File: src/rtl/spi_master.sv
// Single-chip-select SPI master, mode 0 (CPOL=0, CPHA=0), MSB first.
// Launches one DATA_WIDTH-bit exchange per accepted start and pulses done with the received word.
module spi_master #(
  parameter int DATA_WIDTH = 8,
  parameter int CLK_DIV    = 1
) (
  input  logic                  clk,
  input  logic                  reset,
  input  logic                  start,
  input  logic [DATA_WIDTH-1:0] data_in,
  input  logic                  MISO,
  output logic                  MOSI,
  output logic                  SCK,
  output logic                  CS,
  output logic [DATA_WIDTH-1:0] data_out,
  output logic                  done
);

  localparam int               CNT_W    = $clog2(DATA_WIDTH + 1);
  localparam logic [7:0]       DIV_LAST = 8'(CLK_DIV - 1);
  localparam logic [CNT_W-1:0] BITS     = CNT_W'(DATA_WIDTH);

  typedef enum logic [1:0] {IDLE, SETUP, TRANSFER, DONE} state_t;

  state_t                state;
  logic [7:0]            div_cnt;
  logic [CNT_W-1:0]      bit_cnt;
  logic [DATA_WIDTH-1:0] tx_shift;
  logic [DATA_WIDTH-1:0] rx_shift;

  // tx_shift drains to zero after the last falling edge, so MOSI rests low outside a transfer
  assign MOSI = tx_shift[DATA_WIDTH-1];

  always_ff @(posedge clk or negedge reset) begin
    if (!reset) begin
      state    <= IDLE;
      CS       <= 1'b1;
      SCK      <= 1'b0;
      done     <= 1'b0;
      data_out <= '0;
      tx_shift <= '0;
      rx_shift <= '0;
      div_cnt  <= '0;
      bit_cnt  <= '0;
    end else begin
      case (state)
        IDLE: begin
          done <= 1'b0;
          SCK  <= 1'b0;
          if (start) begin
            tx_shift <= data_in;
            rx_shift <= '0;
            bit_cnt  <= '0;
            div_cnt  <= '0;
            CS       <= 1'b0;
            state    <= SETUP;
          end
        end

        SETUP: begin
          if (div_cnt == DIV_LAST) begin
            div_cnt  <= '0;
            SCK      <= 1'b1;
            rx_shift <= {rx_shift[DATA_WIDTH-2:0], MISO};
            bit_cnt  <= bit_cnt + 1'b1;
            state    <= TRANSFER;
          end else begin
            div_cnt <= div_cnt + 1'b1;
          end
        end

        TRANSFER: begin
          if (SCK) begin
            if (div_cnt == DIV_LAST) begin
              div_cnt  <= '0;
              SCK      <= 1'b0;
              tx_shift <= {tx_shift[DATA_WIDTH-2:0], 1'b0};
            end else begin
              div_cnt <= div_cnt + 1'b1;
            end
          end else if (bit_cnt == BITS) begin
            // the final low phase lasts one cycle: CS releases right after the last falling edge
            CS       <= 1'b1;
            done     <= 1'b1;
            data_out <= rx_shift;
            state    <= DONE;
          end else if (div_cnt == DIV_LAST) begin
            div_cnt  <= '0;
            SCK      <= 1'b1;
            rx_shift <= {rx_shift[DATA_WIDTH-2:0], MISO};
            bit_cnt  <= bit_cnt + 1'b1;
          end else begin
            div_cnt <= div_cnt + 1'b1;
          end
        end

        DONE: begin
          done  <= 1'b0;
          state <= IDLE;
        end

        default: state <= IDLE;
      endcase
    end
  end

endmodule

File: config.mk
export PLATFORM = sky130hd
export DESIGN_NAME = spi_master
export DESIGN_NICKNAME = d
export VERILOG_FILES = /design/src/rtl/spi_master.sv
export SDC_FILE = /design/constraint.sdc
export NUM_CORES = 1
export LEC_CHECK = 0
export ABC_CLOCK_PERIOD_IN_PS = 2820
export CAP_MARGIN = 20
export CORE_ASPECT_RATIO = 0.9
export CORE_MARGIN = 2
export CORE_UTILIZATION = 49
export DETAILED_ROUTE_END_ITERATION = 8
export DONT_BUFFER_PORTS = 1
export SETUP_SLACK_MARGIN = 0.15
export SLEW_MARGIN = 20
export SYNTH_ARGS = -nofsm -noshare
export SYNTH_HDL_FRONTEND = slang
export SYNTH_SLANG_ARGS = --single-unit
File: constraint.sdc
create_clock -name clk -period 2.82 [get_ports clk]
set_clock_uncertainty 0.05 [all_clocks]
set_input_delay 0.564 -clock clk [delete_from_list [all_inputs] [get_ports clk]]
set_output_delay 0.564 -clock clk [all_outputs]
set_load 0.05 [all_outputs]
### Word-level counts from Yosys, hierarchy flattened

Cells that the tools add are included.

* output and inout port bits: 12
* bits in registers: 41
* word-level logic and storage cells: 72

* bitwise operators: 1
* $add $sub $neg: 2
* eq/ne operators: 12
* mux-type cells: 34
* reduce and logical (&&, ||, !) cells: 14

Operators with widths (count)
* 8-bit 2-to-1 mux: 10
* 8-bit one-hot mux with 3 select lines: 2
* 4-bit 2-to-1 mux: 4
* 8-bit one-hot mux with 2 select lines: 1
* 4-bit AND reduction: 4
* 2-bit != test, second input constant: 7
* 4-bit one-hot mux with 3 select lines: 1
* 3-bit AND reduction: 3
* 8-bit by 1-bit adder with 8-bit output, second input constant: 1
* 8-bit zero test: 1
* 1-bit 2-to-1 mux: 8
* 2-bit 2-to-1 mux: 4
* 2-bit one-hot mux with 4 select lines: 1
* 4-bit by 1-bit adder with 4-bit output, second input constant: 1
* 2-bit equality test, second input constant: 2
* 4-bit equality test, second input constant: 1
* 1-bit one-hot mux with 2 select lines: 2
* 2-bit nonzero test: 2
* 3-bit != test, second input constant: 1
* 1-bit one-hot mux with 3 select lines: 1
* 3-bit nonzero test: 1
* 2-bit by 1-bit equality test with 1-bit output, second input constant: 1
* 2-bit zero test: 1
* 2-bit AND reduction: 1
* other kinds (2): 2

### Depth between registers and ports, before layout

* word-level depth: 5
* depth in mapped cells: 7

### Worst setup path after synthesis

No wires, ideal clock.

* path type: register -> register
* start point: reg state[0]
* end point: reg bit_cnt[3]
* cell stages (with the launch flop): 7
* buffers on the path: 0
* arrival: 1900 ps
* clock period less this slack: 2027 ps
* library setup time: 77 ps
* path slack: 793 ps
* cell sequence: dfrtp_1 -> inv_1 -> ha_1 -> nor2b_1 -> a2111o_1 -> or4_1 -> a21oi_1

* longest elaborated chain between the ends: 3

Ends and longest elaborated chain
* start: declaration: RTL line 25 `state_t state;`
* start signal: assignment: RTL line 36 `state <= IDLE;`
* start signal: assignment: RTL line 56 `state <= SETUP;`
* start signal: assignment: RTL line 66 `state <= TRANSFER;`
* 2-bit equality test (tied with other cells): RTL line 46 `case (state)`
* 2-bit != test (no source line) or 3-bit nonzero test (tied branches)
* 4-bit AND reduction (no source line)
* end signal: assignment: RTL line 65 `bit_cnt <= bit_cnt + 1'b1;`
* end signal: assignment: RTL line 91 `bit_cnt <= bit_cnt + 1'b1;`
* end: declaration: RTL line 27 `logic [CNT_W-1:0] bit_cnt;`

Several ways; a longest one is shown, not always the timed one.
A chain may end at the register's enable or synchronous reset.

### Worst setup path in the final report

Ends and elaborated chain as after synthesis.

==> results.cfg <==
[status]
status = complete, no violations

[timing]
finalSetupViolCount = 0
slew_violations = 0
timing.final.crit_share_pct = 83.86
timing.hold.ws_ns = 0.05711
layout_min_cycle_time_ns = 2.365
setup_tns_ns = 0
rsz0062_at_grt = false
fin_ws_ns = 0.4550
hold_viol = 0
worst_slew_pin_slew_ns = 0.6404
max_freq_mhz = 422.8
slew_headroom_pct = 57.31

[logic_synthesis]
ys_warn_count = 0
ys_async_sr_fraction_pct = 100.0
synth-main-ff-cell = dfrtp_1
syn-num-nets = 221
synth_area_leaders = dfrtp_1 47%, mux2_1 6.3%, o21ai_1 5.9%
synth_top_area_share_pct = 46.81
syn_area_sq_um = 2138
synth_seq_cells = 41
synth.distinct_cells = 40
yosysTopAreaCell = dfrtp_1
syn_area_per_cell_sq_um = 10.69
synth_cells = 200
synth_edf_count = 0
synth_seq_area_share_pct = 48.04

[run]
drv_cap = 0

[worst_setup_path]
start_kind = flop
rr_endpoint = bit_cnt[3]
rr_startpoint = state[0]
path_class = flop to flop
arrival_ns = 2.53
crit_path_end_kind = flop
cp_max_fo = 17
setup.worst_path.end = bit_cnt[3]
reg2reg_depth = 6
required_ns = 2.99
ff2ff_setup_slack_ns = 0.46
worstSetupStartpoint = state[0]

[floorplan]
core_area_sq_um = 4129
fp.dieH_um = 66.67
io_pins = 24
fp.dieW_um = 73.63
rows = 22
dieArea_sq_um = 4909
start_util_pct = 51.79

[placed_design]
gp_congestion = 0.7685
pre_cts_slack_ns = 0.4614
io_buffers = 0
hpwl_um = 2744

[min_path]
hold_class = primary input to async pin

[route]
ant_nets = 0
routed_via_density = 5.901
dr.pass1.iters = 4
wl_um = 3946
route.detailed.drc = 0
dr_total_vias = 1493
dr.first_iter.drc_count = 59
wl_per_cell_um = 15.60

[power_and_ir_drop]
power_leakage_nw = 1.034
sw_frac_of_total_pct = 20.61
pwr-share-comb_pct = 2.3
internal-power_uw = 824.0
p_total_mw = 1.038
vdd_drop_max_mv = 0.3641
clkPwrFrac_pct = 40.1
powerDensity_nw_per_um2 = 447.9
switchingPower_uw = 213.9
seqPwrFrac_pct = 57.6

[clock_tree]
clk_pin_slew_worst_paths_ns = 0.08
htreeDepth = 2
cts_buffers = 5
cts_tree = yes
cts_root_buf = clkbuf_8
postCtsSetupBuffers = 0
clk_latency_ns = 0.29
cts_buffer_depth = 2
clock_sinks = 41

[layout]
final_common_cell = dfrtp_1
layout-drive-gt1-share_pct = 14.63
num-fill-cells = 372
fin_util_pct = 56.12
area_growth_pct = 8.367
n_antenna_cell = 0
final_cell_mix = 40 x dfrtp_1, 25 x o21ai_1, 17 x nand2_1, 12 x mux2_1, 11 x mux2_2
nNetsFinal = 225

[global_routing]
antenna_found_initial = 0
grt_pass1_wl_um = 6796
grt_max_degree = 41
grt_pass1_vias = 1486
overflow = 0
gr-usage-all-layers_pct = 18.22
-- sequential cells by signal (all words and copies together), names as in the netlist --
signal    count
data_out      8
tx_shift      8
done          1
SCK           1
bit_cnt       4
CS            1
rx_shift      8
div_cnt       8
state         2
-- power by group through the flow --
| stage | logic, mW | registers [mW] | clock network, mW |
|---|---|---|---|
| floorplan | 0.00943 | 0.608 | 0 |
| global placement | 0.0101 | 0.609 | 0 |
| detailed placement | 0.0108 | 0.609 | 0 |
| CTS | 0.0254 | 0.597 | 0.429 |
| global route | 0.0284 | 0.598 | 0.451 |
| finish | 0.0241 | 0.597 | 0.416 |
-- final cells by class --
cell class	count	area (sq um)	share of cell area, %
well taps	48	60.06	2.592
repair buffers	5	50.05	2.160
multi-input cells	141	1041	44.92
clock buffers	7	96.34	4.158
clock inverters	1	5.005	0.2160
flip-flops and latches	41	1027	44.33
inverters	10	37.54	1.620
-- Yosys cell counts, types with 3 or more instances --
cell type,instances
a21oi_1,7
a22o_1,5
clkbuf_1,6
dfrtp_1,40
ha_1,9
inv_1,10
mux2_1,12
mux2_2,11
mux2i_1,3
nand2_1,17
nand3_1,7
nor2_1,4
nor2b_1,8
o21ai_0,3
o21ai_1,25
o31ai_1,3
-- through the flow --
step | instance area [sq um] | std cells
3_5_place_dp | 2196 | 244
6_report | 2317 | 253
4_1_cts | 2317 | 253
5_1_grt | 2317 | 253
2_1_floorplan | 2138 | 200
3_3_place_gp | 2196 | 244
-- per-layer routing --
layer	vias up	GRT usage [%]	wire (um)
met1	729	22.92	1870
li1	724	-	-
met2	37	30.58	1894
met4	0	6.136	19
met3	3	4.387	161
met5	-	0	0
-- timing repair --
| action | in CTS | in global routing |
|---|---|---|
| gates resized for setup | 0 | 0 |
| hold buffers | 1 | 0 |
| hold endpoints to repair | 40 | 0 |
-- how the worst min path moves through the flow --
stage | startpoint | endpoint | slack, ns
floorplan | reset | SCK | 0.22
global placement | reset | tx_shift[4] | 0.22
detailed placement | reset | tx_shift[3] | 0.22
CTS | reset | CS | 0.05
global route | reset | CS | 0.04
finish | reset | CS | 0.06
-- logic make-up (layout without fill, tap and decap cells) --
group / after synthesis / after routing / synth area share (%)
buffers and inverters: 18 / 23 / 3.277
and+or+nand+nor: 50 / 50 / 13.58
AOI/OAI and AO/OA: 56 / 56 / 16.33
adders and majority gates: 9 / 9 / 5.266
muxes: 26 / 26 / 13.52
DFF: 41 / 41 / 48.04
-- critical path: stages (launching register included) --
cell,delay (ns)
dfrtp_1,0.40
inv_1,0.10
ha_1,0.24
nor2b_1,0.20
a2111o_1,0.61
or4_1,0.54
a21oi_1,0.15
No activity file was read; power rests on OpenSTA's default activity.
